**src/rtl/uart_tx_scheduler.sv**
```systemverilog
// Round-robin byte-send scheduler in front of a UART control/status register port.
// Each accepted byte is sequenced as: load data + active, poll busy rise/fall, clear active.
module uart_tx_scheduler #(
  parameter int NUM_REQ       = 2,
  parameter int ST_BUSY_BIT   = 0,
  parameter int START_TIMEOUT = 64
) (
  input  logic                 clk,
  input  logic                 rst,
  input  logic [3:0]           cfg_baud_sel,
  input  logic [1:0]           cfg_frame_size,
  input  logic [1:0]           cfg_parity,
  input  logic                 cfg_stop_bit,
  input  logic                 cfg_apply,
  input  logic [NUM_REQ-1:0]   req_valid,
  input  logic [8*NUM_REQ-1:0] req_data,
  output logic [NUM_REQ-1:0]   req_ready,
  output logic [NUM_REQ-1:0]   tx_done,
  output logic                 tx_err,
  output logic                 ctl_reg_we,
  output logic [18:0]          ctl_reg_wdata,
  output logic [18:0]          ctl_reg_wmask,
  input  logic [18:0]          ctl_reg_rdata,
  output logic                 st_reg_re,
  output logic [11:0]          st_reg_rmask,
  input  logic [11:0]          st_reg_rdata
);

  localparam int IDX_W = (NUM_REQ > 1) ? $clog2(NUM_REQ) : 1;
  localparam int TMR_W = $clog2(START_TIMEOUT) + 1;

  localparam logic [18:0] CFG_MASK   = 19'h003FE;
  localparam logic [18:0] LOAD_MASK  = 19'h7FC01;
  localparam logic [18:0] CLEAR_MASK = 19'h00001;
  localparam logic [11:0] BUSY_MASK  = 12'(1) << ST_BUSY_BIT;
  localparam logic [TMR_W-1:0] TMR_LAST = TMR_W'(START_TIMEOUT - 1);

  typedef enum logic [2:0] {
    ST_CFG,
    ST_ARB,
    ST_LOAD,
    ST_WAIT_START,
    ST_WAIT_DONE,
    ST_CLEAR
  } state_t;

  state_t           state, state_nxt;
  logic [IDX_W-1:0] ptr, ptr_nxt;
  logic [IDX_W-1:0] idx, idx_nxt;
  logic [7:0]       data_q, data_nxt;
  logic [TMR_W-1:0] timer, timer_nxt;
  logic             pending_cfg, pending_nxt;

  logic             busy;
  logic [8:0]       cfg_bits;
  logic             grant_found;
  logic [IDX_W-1:0] grant_idx;
  logic [7:0]       grant_data;

  // The readback port is reserved; only the busy bit of status is consumed.
  logic unused_rdata;
  assign unused_rdata = ^ctl_reg_rdata ^ ^st_reg_rdata;

  assign busy     = st_reg_rdata[ST_BUSY_BIT];
  assign cfg_bits = {cfg_baud_sel, cfg_stop_bit, cfg_parity, cfg_frame_size};

  // Round robin: lowest valid index above ptr wins, else lowest at or below ptr.
  always_comb begin
    logic             hi_found, lo_found;
    logic [IDX_W-1:0] hi_idx, lo_idx;
    logic [7:0]       hi_data, lo_data;
    // NOTE: every variable gets a default before any branch, so no latch is inferred.
    hi_found = 1'b0;
    lo_found = 1'b0;
    hi_idx   = '0;
    lo_idx   = '0;
    hi_data  = '0;
    lo_data  = '0;
    for (int c = NUM_REQ - 1; c >= 0; c--) begin
      if (req_valid[c]) begin
        if (c > int'(ptr)) begin
          hi_found = 1'b1;
          hi_idx   = IDX_W'(c);
          hi_data  = req_data[8*c +: 8];
        end else begin
          lo_found = 1'b1;
          lo_idx   = IDX_W'(c);
          lo_data  = req_data[8*c +: 8];
        end
      end
    end
    grant_found = hi_found | lo_found;
    grant_idx   = hi_found ? hi_idx  : lo_idx;
    grant_data  = hi_found ? hi_data : lo_data;
  end

  always_comb begin
    state_nxt     = state;
    ptr_nxt       = ptr;
    idx_nxt       = idx;
    data_nxt      = data_q;
    timer_nxt     = timer;
    pending_nxt   = pending_cfg;
    ctl_reg_we    = 1'b0;
    ctl_reg_wdata = '0;
    ctl_reg_wmask = '0;
    st_reg_re     = 1'b0;
    st_reg_rmask  = '0;
    req_ready     = '0;
    tx_done       = '0;
    tx_err        = 1'b0;

    // Outside ARB a config request is parked; repeated pulses merge into one.
    if (state != ST_ARB && cfg_apply) pending_nxt = 1'b1;

    unique case (state)
      ST_CFG: begin
        ctl_reg_we    = 1'b1;
        ctl_reg_wdata = {8'h00, 1'b0, cfg_bits, 1'b0};
        ctl_reg_wmask = CFG_MASK;
        state_nxt     = ST_ARB;
      end
      ST_ARB: begin
        if (pending_cfg || cfg_apply) begin
          pending_nxt = 1'b0;
          state_nxt   = ST_CFG;
        end else if (grant_found) begin
          req_ready = NUM_REQ'(1) << grant_idx;
          ptr_nxt   = grant_idx;
          idx_nxt   = grant_idx;
          data_nxt  = grant_data;
          state_nxt = ST_LOAD;
        end
      end
      ST_LOAD: begin
        ctl_reg_we    = 1'b1;
        ctl_reg_wdata = {data_q, 1'b1, cfg_bits, 1'b1};
        ctl_reg_wmask = LOAD_MASK;
        timer_nxt     = '0;
        state_nxt     = ST_WAIT_START;
      end
      ST_WAIT_START: begin
        st_reg_re    = 1'b1;
        st_reg_rmask = BUSY_MASK;
        if (busy) begin
          state_nxt = ST_WAIT_DONE;
        end else if (timer == TMR_LAST) begin
          tx_err    = 1'b1;
          state_nxt = ST_CLEAR;
        end else begin
          timer_nxt = timer + 1'b1;
        end
      end
      ST_WAIT_DONE: begin
        st_reg_re    = 1'b1;
        st_reg_rmask = BUSY_MASK;
        if (!busy) begin
          tx_done   = NUM_REQ'(1) << idx;
          state_nxt = ST_CLEAR;
        end
      end
      ST_CLEAR: begin
        ctl_reg_we    = 1'b1;
        ctl_reg_wdata = {data_q, 1'b1, cfg_bits, 1'b0};
        ctl_reg_wmask = CLEAR_MASK;
        state_nxt     = ST_ARB;
      end
      default: state_nxt = ST_CFG;
    endcase

    // Held in reset, the port stays quiet even though the state already reads CFG.
    if (rst) begin
      ctl_reg_we    = 1'b0;
      ctl_reg_wdata = '0;
      ctl_reg_wmask = '0;
      st_reg_re     = 1'b0;
      st_reg_rmask  = '0;
      req_ready     = '0;
      tx_done       = '0;
      tx_err        = 1'b0;
    end
  end

  // NOTE: sequential state uses non-blocking assignments; reset is sampled on the clock edge.
  always_ff @(posedge clk) begin
    if (rst) begin
      state       <= ST_CFG;
      ptr         <= IDX_W'(NUM_REQ - 1);
      idx         <= '0;
      data_q      <= '0;
      timer       <= '0;
      pending_cfg <= 1'b0;
    end else begin
      state       <= state_nxt;
      ptr         <= ptr_nxt;
      idx         <= idx_nxt;
      data_q      <= data_nxt;
      timer       <= timer_nxt;
      pending_cfg <= pending_nxt;
    end
  end

endmodule

```
**config.mk**
```make
export PLATFORM = sky130hd
export DESIGN_NAME = uart_tx_scheduler
export DESIGN_NICKNAME = d
export VERILOG_FILES = /design/src/rtl/uart_tx_scheduler.sv
export SDC_FILE = /design/constraint.sdc
export NUM_CORES = 1
export LEC_CHECK = 0
export ABC_AREA = 1
export BUFFER_PORTS_ARGS = -buffer_cell sky130_fd_sc_hd__buf_2
export CAP_MARGIN = 5
export CORE_ASPECT_RATIO = 0.6
export CORE_MARGIN = 2
export CORE_UTILIZATION = 44
export CTS_CLUSTER_DIAMETER = 150
export DETAILED_ROUTE_END_ITERATION = 10
export PLACE_DENSITY = 0.94
export SYNTH_ARGS = -nofsm -noshare
export SYNTH_HDL_FRONTEND = slang
export SYNTH_SLANG_ARGS = --single-unit
```
**constraint.sdc**
```tcl
create_clock -name clk -period 3 [get_ports clk]
set_input_delay 0.45 -clock clk [delete_from_list [all_inputs] [get_ports clk]]
set_output_delay 0.45 -clock clk [all_outputs]
set_load 0.02 [all_outputs]
```
# After elaboration in Yosys (flattened, before gate mapping)
# Cells that the tools add are included.
# W data, S select, Z words.
[totals]
register_bits = 21
latchBits = 0
mem_bits_rw = 0
romBits = 0
wordCells = 80
mem_count = 0
[classes]
n_addsub = 1
n_mul = 0
div = 0
magnitude_cmp = 1
n_eq_ne = 12
shifts = 2
mux = 46
bitwise = 2
reduce_logical = 10
[ops]
columns = ["cell", "n"]
rows = [
  ["$pmux W19 S3", 2],
  ["$mux W8", 6],
  ["$mux W19", 2],
  ["$mux W1", 19],
  ["$mux W3", 5],
  ["$pmux W3 S5", 1],
  ["$mux W2", 7],
  ["$mux W7", 2],
  ["$pmux W7 S2", 1],
  ["$mux W12", 1],
  ["$reduce_and A3 Y1", 3],
  ["$add A7 B1 Y7 const B", 1],
  ["$eq A7 B6 Y1 const B", 1],
  ["$eq A3 B2 Y1 const B", 2],
  ["$eq A3 B3 Y1 const B", 2],
  ["$ne A2 B2 Y1 const B", 3],
  ["$ne A3 B3 Y1 const B", 2],
  ["$reduce_or A2 Y1", 2],
  ["$shl A1 B1 Y2 const A", 2],
  ["$eq A3 B1 Y1 const B", 1],
  ["$logic_not A3 Y1", 1],
  ["$ne A3 B1 Y1 const B", 1],
  ["$reduce_or A3 Y1", 1],
  ["$reduce_bool A2 Y1", 1],
  ["other kinds (5)", 5],
]

# Logic depth before layout (Yosys ltp)
# Gate-level depths: netlist (run 1).
[depth]
ltp_word = 10
depth_mapped = 9
depth_no_buf = 9

# Least setup slack after synthesis (run 1)
# OpenSTA, ideal clock, no wires.
[synth_timing]
path_kind = "input port to output port"
startpoint = "input port rst"
endpoint = "output port ctl_reg_wdata[1]"
arrival_ns = 1.725
setup_slack_ns = 0.825
path_stages = 4
cell_sequence = "buf_2 > nor2_1 > nor2_4 > nor2_1"
[synth_via]
elab_chain_len = 1
[synth_lines]
columns = ["element", "line", "rtl"]
rows = [
  ["start: declaration", "9", "input logic rst,"],
  ["$mux W19", "172", "if (rst) begin"],
  ["end: declaration", "21", "output logic [18:0] ctl_reg_wdata,"],
]
# No other way between the ends.

# Final worst setup path (run 1)
[layout_timing]
startpoint = "register state[2]"
endpoint = "output port ctl_reg_wdata[2]"
[layout_via]
elab_chain_len = 3
elab_cells_between_ends = 5
cone_classes = "eq/ne (2); mux (2); reduce/logical (1)"
[layout_lines]
columns = ["element", "line", "rtl"]
rows = [
  ["start: declaration", "47", "state_t state, state_nxt;"],
  ["start signal: assignment", "194", "state <= state_nxt;"],
  ["$eq A3 B3 Y1 (tied with other cells)", "116", "unique case (state)"],
  ["$pmux W19 S3 (*)", "116", ""],
  ["$mux W19 (*)", "172", ""],
]
# Mark *: on every way between the ends. The rest lies on a longest branch, timed or not.

==> PnR_summary.wiki, run 1 <==
{| class="wikitable"
! Metric !! Value
|-
| Hold WS || ~470 ps
|-
| Wirelength, routed || 3450 microns
|-
| CTS tree || done
|-
| Number of cells after detailed placement || 360
|-
| Vias || between 1500 and 2000
|-
| Leading cell types by count after synthesis || 66 x sky130_fd_sc_hd__nand2_1, 44 x sky130_fd_sc_hd__nor2_1, 32 x sky130_fd_sc_hd__inv_1, 31 x sky130_fd_sc_hd__buf_4, 21 x sky130_fd_sc_hd__dfxtp_1
|-
| Worst Hold Path Cells || 2
|-
| Detail Placement HPWL || 2770 microns
|-
| EDFF count, synth || 0
|-
| Delay of the slowest critical-path stage || 410 ps
|-
| Hold Crit Class || reg2reg
|-
| Layout Nets || between 300 and 400
|-
| Worst Clk Skew || around 3.7 ps
|-
| RSZ-0062 raised after global routing || false
|-
| Final non-filler cell total || 364
|-
| Worst hold path endpoint || data_q[3]
|-
| Proportion of synthesized chip area in sequential cells || a little over a quarter
|-
| Arrival time of data at the critical path endpoint || 1680 ps
|-
| Via-per-instance ratio || 4.53
|-
| Buffer cell driving the clock tree root || sky130_fd_sc_hd__clkbuf_8
|-
| Via count of the first global-routing pass || around 1300
|-
| Sum of overflow across all layers after global routing || 0
|-
| First-pass GRT wire length || ~5400 microns
|-
| Die width || 81.8 microns
|-
| Antenna diode instance count || 0
|-
| Clock sink total || 21
|-
| Max-Slew Margin vs Limit || between 60% and 70%
|-
| Largest area contributor in the netlist || sky130_fd_sc_hd__dfxtp_1
|-
| Sum of negative setup slack || 0 ps
|-
| Post-Synthesis Mean Instance Area || about 6 sq um
|-
| Main synth FF type || sky130_fd_sc_hd__dfxtp_1
|-
| Top-Level Pins || 118
|-
| Final-report max-slew violation count || 0
|-
| Clock-pin slew on the worst setup and hold paths || about 80 ps
|-
| Count of hold buffers inserted by post-cts repair || 0
|-
| Achievable clock frequency || 470 MHz
|-
| Die Outline Area || 4140 sq um
|-
| Critical Setup Path Class || reg2out
|-
| Transition time at the pin with the least slew margin || ~520 ps
|-
| Synthesis-stage register bit count || 21
|-
| Setup Viol. Count Final || 0
|-
| Post-synthesis instance area || 1600 sq um
|-
| Biggest area contributors in the synthesized netlist || sky130_fd_sc_hd__dfxtp_1 26%, sky130_fd_sc_hd__nand2_1 16%, sky130_fd_sc_hd__buf_4 15%
|-
| Maximum vdd drop || 0.000251 V
|-
| Buffers inserted by post-CTS timing repair || 0
|-
| Maximum buffer depth of the clock tree || 2
|-
| Portion of the clock cycle consumed by the worst path in the final layout || a little under three quarters
|-
| Maxcap violations || 0
|-
| Result of the run || finished, final reports clean
|-
| Detailed-route DRC error count || 0
|-
| Overall die height || approximately 50 microns
|-
| Worst r2r src || timer[0]
|-
| R2R cell count || 8
|-
| Initial drt markers || 71
|-
| Filler instances || ~340
|-
| Portion of synthesized cell area occupied by the leading cell type || 26.3%
|-
| Worst-case register-to-register setup slack || 1520 ps
|-
| Count of unique library cells instantiated by Yosys || 27
|-
| Cell area power density || 439 nW/um^2
|-
| Resized Gates After CTS || 0
|-
| Slowest cell on the critical path || sky130_fd_sc_hd__nor2_1
|-
| Antenna-violating nets left || 0
|-
| Detailed-routing iteration count for the pre-antenna-repair pass || 4
|-
| Leakage component of the power || 0.990 nW
|-
| Number of buffer cells added on primary ports || 76
|-
| Routability congestion estimate from global placement || around 0.86
|-
| Most numerous cell in the Yosys netlist || sky130_fd_sc_hd__nand2_1
|-
| Endpoint required time on the critical path || 2550 ps
|-
| CTS HTree Levels || 1
|-
| P&R area growth vs syn || 17.2%
|-
| Worst Hold Launch || data_q[3]
|-
| Final Hold Viols || 0
|-
| Area of the multi-input gates || 828 sq um
|-
| Clock insertion delay at the later pin of the skew report || 260 ps
|-
| Number of buffers and inverters on the critical path || 2
|-
| Maximum number of pins on one net before global-route repair || 21
|-
| Number of buffers inserted during clock tree synthesis || 3
|-
| Area of the placeable core || roughly 3400 sq um
|-
| Critical path capture point type || primary output
|-
| Post-layout min period || roughly 2100 ps
|-
| Worst reg2reg endpoint || timer[3]
|-
| Library cell appearing most often on the critical path || sky130_fd_sc_hd__nor2_1
|-
| Critical path peak fanout || 10
|-
| Critical Path Source Type || register
|-
| Gate Count Post-Synth || 263
|-
| Initial cell density of the core || 47.5%
|-
| Initial antenna violation count || 0
|-
| Wirelength per Cell || 9.47 microns
|-
| Storage cell area || between 400 and 500 sq um
|-
| Warnings from Yosys || 0
|-
| CP delay by family, top || simple AND/OR/NAND/NOR gates
|-
| Number of core rows || 16
|-
| Series of cell instances along the critical path || nor3_1 -> inv_1 -> nor2_1 -> nor2_4 -> nor2_1 -> buf_2
|-
| Share of async-settable or async-resettable flops after synthesis || 0%
|-
| Ratio of cells with drive above 1 in the final layout || roughly 30%
|-
| Total GRT Usage || 16.7%
|}
[tightest hold or removal path: stages, from the launching register on]
cell,delay [ps]
sky130_fd_sc_hd__dfxtp_1,310
sky130_fd_sc_hd__nand2_1,60
sky130_fd_sc_hd__a21oi_1,60
[state kept, by name, summed over array words and instances, names as in the netlist]
name / cells
ptr: 1
timer: 7
pending_cfg: 1
state: 3
idx: 1
data_q: 8
[report_power, final]
group	leakage [nW]	internal, mW	switching [mW]
Combinational	0.794	0.100	0.222
Sequential	0.171	0.297	0.0178
Clock	0.0255	0.0926	0.0923
[how the worst max path moves through the flow]
stage	startpoint	endpoint	slack, ps	cells past startpoint
detailed placement	cfg_apply	req_ready[0]	940	5
floorplan	rst	ctl_reg_wdata[1]	820	4
global route	state[2]	ctl_reg_wdata[4]	590	6
finish	state[2]	ctl_reg_wdata[2]	870	6
global placement	rst	ctl_reg_wdata[18]	940	5
CTS	state[2]	ctl_reg_wdata[2]	840	6
[kinds of logic after synthesis]
logic type	synth area share, %
other	0.235
AOI/OAI and AO/OA	8.70
adders and majority gates	0.784
DFF	26.3
and+or+nand+nor	39.8
buffers and inverters	24.1
[area by class of cell]
type                       instances  area share (%)
clock buffer                       3            2.21
clock inverter                     1           0.268
inverter                          37            7.42
multi-input combinational        181            44.3
sequential                        21            22.5
tap                               45            3.01
timing repair buffer              76            20.3
[metal layers]
layer	share of wire (%)	routed length (microns)	global-route usage [%]
met1	46	1570	21.4
met2	43	1480	27.1
met3	11	368	5.22
met4	0.70	24	4.17
met5	0	0	0
[cells in the final DEF, fill, tap and decap left out]
cell,synthesis,routed
sky130_fd_sc_hd__a31oi_1,1,1
sky130_fd_sc_hd__dfxtp_1,21,21
sky130_fd_sc_hd__o21ai_0,9,9
sky130_fd_sc_hd__clkbuf_8,0,3
sky130_fd_sc_hd__inv_2,3,3
sky130_fd_sc_hd__inv_1,32,32
sky130_fd_sc_hd__nand2_2,2,2
sky130_fd_sc_hd__nand3_2,2,2
sky130_fd_sc_hd__ha_1,1,1
sky130_fd_sc_hd__nor2_1,44,44
sky130_fd_sc_hd__nand2_1,66,66
sky130_fd_sc_hd__nand2_4,2,2
sky130_fd_sc_hd__clkinv_1,2,2
sky130_fd_sc_hd__o21ai_1,1,1
sky130_fd_sc_hd__nor2_4,3,3
sky130_fd_sc_hd__clkinv_2,0,1
sky130_fd_sc_hd__nand4_1,1,1
sky130_fd_sc_hd__nor3_2,1,1
sky130_fd_sc_hd__nor3b_1,1,1
sky130_fd_sc_hd__a21oi_1,15,15
sky130_fd_sc_hd__nand3_1,10,10
sky130_fd_sc_hd__conb_1,1,11
sky130_fd_sc_hd__a22oi_1,1,1
sky130_fd_sc_hd__nor3_1,5,5
sky130_fd_sc_hd__nor2_2,2,2
sky130_fd_sc_hd__nand3b_1,3,3
sky130_fd_sc_hd__buf_2,2,76
[per-stage QoR]
step           power (mW)  setup slack [ps]  utilization, %  area, sq um
4_1_cts             0.831               844            55.6         1870
2_1_floorplan       0.598               825               -         1630
3_5_place_dp        0.645               938            54.2         1820
6_report            0.822               873            55.6         1870
3_3_place_gp        0.639               943            54.2         1820
5_1_grt             0.882               591            55.6         1870
Power figures use the tool's default switching activity.
==> inputs of run 2 (changes only) <==
--- a/config.mk
+++ b/config.mk
@@ -10,10 +10,10 @@
 export CAP_MARGIN = 5
 export CORE_ASPECT_RATIO = 0.6
 export CORE_MARGIN = 2
-export CORE_UTILIZATION = 44
+export CORE_UTILIZATION = 37
 export CTS_CLUSTER_DIAMETER = 150
 export DETAILED_ROUTE_END_ITERATION = 10
-export PLACE_DENSITY = 0.94
+export PLACE_DENSITY = 0.85
 export SYNTH_ARGS = -nofsm -noshare
 export SYNTH_HDL_FRONTEND = slang
 export SYNTH_SLANG_ARGS = --single-unit
==> constraint.sdc (replaced) <==
create_clock -name clk -period 1.7 [get_ports clk]
set_input_delay 0.255 -clock clk [delete_from_list [all_inputs] [get_ports clk]]
set_output_delay 0.255 -clock clk [all_outputs]
set_load 0.02 [all_outputs]
==> run 2 against run 1 <==
Effect of this change: via count grew 7.8%; largest cell class unchanged; critical path type unchanged; cell count grew 9.3%; routed wire length grew 23%; largest power group unchanged; sequential share of layout area shrank 3.3 points; sequential cell count is the same.
==> PnR_summary.wiki, run 2 (synthesis results as in run 1) <==
{| class="wikitable"
! Metric !! Value
|-
| Final-report max-slew violation count || 0
|-
| Ratio of cells with drive above 1 in the final layout || between 40% and 50%
|-
| Routability congestion estimate from global placement || 0.839
|-
| Cell area power density || between 700 and 800 nW/um^2
|-
| Register containing the most flip-flops in the final layout || data_q
|-
| Most frequent standard cell in the layout excluding fill and tap cells || sky130_fd_sc_hd__nand2_1
|-
| Antenna diode instance count || 0
|-
| Top-Level Pins || 118
|-
| Critical Setup Path Class || reg2out
|-
| Detailed-routing iteration count for the pre-antenna-repair pass || 4
|-
| Commonest cells after routing, fill and taps aside || 63 x sky130_fd_sc_hd__nand2_1, 46 x sky130_fd_sc_hd__buf_2, 39 x sky130_fd_sc_hd__buf_4
|-
| Worst Hold Path Cells || 4
|-
| Post-layout min period || 1690 ps
|-
| Maximum vdd drop || roughly 0.00035 V
|-
| Achievable clock frequency || 593 MHz
|-
| Maxcap violations || 0
|-
| Die width || 88.8 microns
|-
| Portion of the clock cycle consumed by the worst path in the final layout || 99.3%
|-
| Number of buffers inserted during clock tree synthesis || 3
|-
| Worst reg2reg endpoint || timer[5]
|-
| Worst-case register-to-register setup slack || 280 ps
|-
| Buffer cell driving the clock tree root || sky130_fd_sc_hd__clkbuf_8
|-
| Initial antenna violation count || 0
|-
| Final core utilization || between 50 and 60%
|-
| CTS HTree Levels || 1
|-
| Critical path capture point type || primary output
|-
| Worst hold path endpoint || state[0]
|-
| Layout Nets || 401
|-
| Setup Viol. Count Final || 0
|-
| Largest registers || data_q x8, timer x7, state x3
|-
| RSZ-0062 raised after global routing || true
|-
| Overall die height || 54.9 microns
|-
| Hold Crit Class || in2reg
|-
| Vias || 1778
|-
| Number of buffer cells added on primary ports || 76
|-
| Area of the placeable core || 4120 sq um
|-
| Sum of overflow across all layers after global routing || 0
|-
| Number of core rows || 18
|-
| Detail Placement HPWL || 3040 microns
|-
| Count of hold buffers inserted by post-cts repair || 0
|-
| Maximum number of pins on one net before global-route repair || 20
|-
| Result of the run || finished, final reports clean
|-
| Initial drt markers || just under 70
|-
| Total GRT Usage || around 16%
|-
| Via-per-instance ratio || 4.47
|-
| Maximum buffer depth of the clock tree || 2
|-
| Hold WS || between 300 and 400 ps
|-
| Sum of negative setup slack || 0 ps
|-
| Wirelength per Cell || 10.7 microns
|-
| Critical Path Source Type || register
|-
| Leakage component of the power || 1.11 nW
|-
| Arrival time of data at the critical path endpoint || 1430 ps
|-
| Endpoint required time on the critical path || around 1400 ps
|-
| Via count of the first global-routing pass || 1454
|-
| Die Outline Area || 4870 sq um
|-
| Initial cell density of the core || 38.7%
|-
| Antenna-violating nets left || 0
|-
| Wirelength, routed || 4240 microns
|-
| Clock sink total || 21
|-
| CTS tree || done
|-
| Worst Hold Launch || st_reg_rdata[0]
|-
| P&R area growth vs syn || 43.5%
|-
| Flip-flop count of the largest register after layout || 8
|-
| First-pass GRT wire length || 6120 microns
|-
| Worst r2r src || state[1]
|-
| Clock-pin slew on the worst setup and hold paths || about 70 ps
|-
| Detailed-route DRC error count || 0
|-
| R2R cell count || 9
|-
| Final Hold Viols || 0
|-
| Post-layout power || 1.68 mW
|-
| Critical path peak fanout || 6
|-
| Worst Clk Skew || 5.23 ps
|-
| Clock insertion delay at the later pin of the skew report || 260 ps
|}
run 2: repair_timing:
action                                  CTS  global route
endpoints found under the setup margin   21            36
gates cloned                              1             0
pin swaps                                 2            11
resized for setup                        32            50
setup buffers                             4             7
run 2: through the flow:
stage                     instances  worst slack (ps)  instance area, sq um
final                           398              12.4                  2290
after global routing            398             -59.1                  2290
after CTS                       391             -18.5                  2070
after detailed placement        382               128                  1910
after global placement          382               161                  1910
after floorplan                 273              32.4                  1650
run 2: worst max-delay path, stage by stage (launching register included):
cell and delay [ps]:
sky130_fd_sc_hd__dfxtp_4 400, sky130_fd_sc_hd__buf_4 130, sky130_fd_sc_hd__nand3_4 110, sky130_fd_sc_hd__buf_4 170, sky130_fd_sc_hd__nor3_2 180, sky130_fd_sc_hd__buf_4 170
run 2: power breakdown:
group | internal, mW | total [mW] | switching [mW]
clock | 0.163 | 0.323 | 0.160
combinational | 0.321 | 0.784 | 0.463
sequential | 0.528 | 0.574 | 0.0463
run 2: area by class of cell:
class	instances	area, sq um
clock buffers	3	41.3
fillers	394	1830
flip-flops and latches	21	439
inverters	37	149
well taps	60	75.1
multi-input cells	182	957
clock inverters	1	5.00
repair buffers	94	624
run 2: layer usage:
| layer | part of all wire, % | routed length, microns | vias up | track usage, % |
|---|---|---|---|---|
| met3 | 9.3 | 393 | 2 | 4.98 |
| met2 | 47 | 2010 | 70 | 30.0 |
| met1 | 43 | 1820 | 785 | 19.4 |
| met5 | 0 | 0 | - | 0 |
| li1 | - | - | 921 | - |
| met4 | 0.54 | 23 | 0 | 2.78 |
run 2: worst max path at each step:
| stage | start | to | depth (start not counted) |
|---|---|---|---|
| CTS | state[0] | st_reg_rmask[0] | 6 |
| finish | state[1] | tx_err | 5 |
| global placement | state[0] | ctl_reg_wdata[16] | 6 |
| detailed placement | state[0] | ctl_reg_wdata[13] | 6 |
| floorplan | state[2] | ctl_reg_wdata[1] | 5 |
| global route | state[0] | ctl_reg_wdata[2] | 7 |
==> inputs of run 3 (changes only) <==
--- a/config.mk
+++ b/config.mk
@@ -14,6 +14,7 @@
 export CTS_CLUSTER_DIAMETER = 150
 export DETAILED_ROUTE_END_ITERATION = 10
 export PLACE_DENSITY = 0.85
+export RECOVER_POWER = 50
 export SYNTH_ARGS = -nofsm -noshare
 export SYNTH_HDL_FRONTEND = slang
 export SYNTH_SLANG_ARGS = --single-unit
==> constraint.sdc (replaced) <==
create_clock -name clk -period 1.7 [get_ports clk]
set_input_delay 0.255 -clock clk [delete_from_list [all_inputs] [get_ports clk]]
set_output_delay 0.255 -clock clk [all_outputs]
set_load 0.005 [all_outputs]
==> run 3 against run 2 <==
Effect of this change: the run now ends with setup timing left; core utilization fell by 4.6 points; first-iteration DRC count rose by 16%; sequential power barely moved; die area did not move; sequential cell count did not move; total power fell by 14%; maximum frequency fell by 0.76%; combinational power fell by 31%; critical path type unchanged.
==> PnR_summary.wiki, run 3 (synthesis results as in run 1) <==
{| class="wikitable"
! Metric !! Value
|-
| Crit path setup slack, layout || -0.458 ps
|-
| P_sw || 0.505 mW
|-
| Worst Clk Skew || roughly 2.6 ps
|-
| Fraction of power spent switching nets || 35.0%
|-
| Achievable clock frequency || 588 MHz
|-
| Endpoint required time on the critical path || between 1000 and 1500 ps
|-
| Flip-flop count of the largest register after layout || 8
|-
| Most frequent standard cell in the layout excluding fill and tap cells || sky130_fd_sc_hd__buf_2
|-
| Setup Viol. Count Final || 1
|-
| Detail Placement HPWL || 3070 microns
|-
| Leakage component of the power || 1.08 nW
|-
| Buffer cell driving the clock tree root || sky130_fd_sc_hd__clkbuf_8
|-
| Wirelength per Cell || between 10 and 15 microns
|-
| Initial cell density of the core || about 39%
|-
| Sum of negative setup slack || -0.458 ps
|-
| Number of cells after detailed placement || approximately 380
|-
| Sequential fraction of design power || just under 40%
|-
| Maximum vdd drop || about 0.00037 V
|-
| First-pass GRT wire length || 5930 microns
|-
| Hold Crit Class || in2reg
|-
| Maxcap violations || 0
|-
| Critical path capture point type || primary output
|-
| Number of buffer cells added on primary ports || 76
|-
| Relative contribution of the clock network to total power || 22.8%
|-
| Die Outline Area || 4870 sq um
|-
| Register containing the most flip-flops in the final layout || data_q
|-
| Critical path peak fanout || 5
|-
| GRT Max-Usage Layer || met2
|-
| Initial drt markers || 79
|-
| Critical Setup Path Class || reg2out
|-
| Layout Nets || around 400
|-
| Ratio of cells with drive above 1 in the final layout || 38.4%
|-
| Arrival time of data at the critical path endpoint || about 1500 ps
|-
| Clock-pin slew on the worst setup and hold paths || 70 ps
|-
| Wirelength, routed || 4000 microns
|-
| Portion of the clock cycle consumed by the worst path in the final layout || 100%
|-
| P&R area growth vs syn || 31.6%
|-
| Clock sink total || 21
|-
| Total GRT Usage || 15.9%
|-
| Overall die height || 54.9 microns
|-
| CTS tree || done
|-
| Area of the placeable core || 4120 sq um
|-
| Critical Path Source Type || register
|-
| Met2 Track Usage GR || a little over a quarter
|-
| CTS HTree Levels || 1
|-
| Final non-filler cell total || approximately 390
|-
| Detailed-routing iteration count for the pre-antenna-repair pass || 4
|-
| Largest registers || data_q x8, timer x7, state x3
|-
| Combinational power share || 37.5%
|-
| Maximum buffer depth of the clock tree || 2
|-
| Post-layout power || 1.44 mW
|-
| Routability congestion estimate from global placement || 0.883
|-
| Antenna-violating nets left || 0
|-
| Initial antenna violation count || 0
|-
| Cell area power density || 687 nW/um^2
|-
| Commonest cells after routing, fill and taps aside || 76 x sky130_fd_sc_hd__buf_2, 63 x sky130_fd_sc_hd__nand2_1, 39 x sky130_fd_sc_hd__nor2_1
|-
| Number of buffers inserted during clock tree synthesis || 3
|-
| Via count of the first global-routing pass || 1419
|-
| Vias || 1720
|-
| Final Hold Viols || 0
|-
| Final-report max-slew violation count || 0
|-
| Result of the run || complete, but fails checks
|-
| RSZ-0062 raised after global routing || true
|-
| Grt met1 use || roughly 20%
|-
| Filler instances || 439
|-
| Clock insertion delay at the later pin of the skew report || approximately 260 ps
|-
| Routing usage on met3 || 3.92%
|-
| Violations in the final reports || setup timing
|-
| Post-layout min period || about 1700 ps
|-
| Placement-stage worst setup slack || 130 ps
|-
| Detailed-route DRC error count || 0
|-
| Die width || just under 90 microns
|-
| Antenna diode instance count || 0
|-
| Power Internal || 0.938 mW
|-
| Sum of overflow across all layers after global routing || 0
|-
| Maximum number of pins on one net before global-route repair || 12
|-
| Top-Level Pins || 118
|-
| Via-per-instance ratio || 4.38
|-
| Number of core rows || 18
|}
-- run 3: cell types whose count changed in the layout (fill, tap and decap cells not counted), sizes merged --
| cell | before | now |
|---|---|---|
| clkbuf | 3 | 4 |
| buf | 94 | 89 |
| clkinv | 3 | 1 |
| clkinvlp | 0 | 1 |
-- run 3: critical path: stages (launching register included) --
cell and delay (ps):
sky130_fd_sc_hd__dfxtp_4 380, sky130_fd_sc_hd__nand2_4 80, sky130_fd_sc_hd__o21ai_4 60, sky130_fd_sc_hd__nor3_4 250, sky130_fd_sc_hd__buf_6 140, sky130_fd_sc_hd__nor2_4 50
sky130_fd_sc_hd__nor2_1 100, sky130_fd_sc_hd__buf_2 120
-- run 3: what timing repair did --
action                                  CTS  global route
buffers inserted                          1             4
endpoints found under the setup margin   29            43
hold buffers                              0             0
gates resized for setup                   8            25
gates cloned                              0             1
pin swaps                                 0             7
-- run 3: layout make-up --
cell class	instances	area, sq um	area share (%)
tap	60	75.1	3.57
inverter	37	145	6.91
sequential	21	435	20.7
clock buffer	4	45.0	2.14
multi-input combinational	182	915	43.5
timing repair buffer	89	485	23.1
-- run 3: worst paths after layout --
check / start / to / slack [ps] / cells past startpoint
worst min register to register: data_q[1] / data_q[1] / 470 / 2
worst max-delay path: state[2] / ctl_reg_wdata[7] / -0.5 / 7
worst min-delay path: st_reg_rdata[0] / state[0] / 310 / 4
worst max register to register: state[2] / timer[5] / 360 / 8
-- run 3: metrics by stage --
step	utilization (%)	hold slack [ps]	cell area, sq um
5_1_grt	51.0	316	2100
4_1_cts	47.9	299	1970
2_1_floorplan	-	434	1630
3_5_place_dp	46.2	455	1900
6_report	51.0	307	2100
3_3_place_gp	46.2	455	1900
-- run 3: power groups by stage --
stage	registers [mW]	clock network, mW	logic (mW)
3_5_place_dp	0.567	0	0.463
6_report	0.573	0.329	0.541
4_1_cts	0.560	0.338	0.480
2_1_floorplan	0.561	0	0.353
5_1_grt	0.579	0.360	0.609
3_3_place_gp	0.565	0	0.452
-- run 3: layer usage --
layer	vias to the layer above	wire [microns]
met4	0	43
met2	62	1720
met1	745	1920
met5	-	0
met3	5	310
li1	908	-
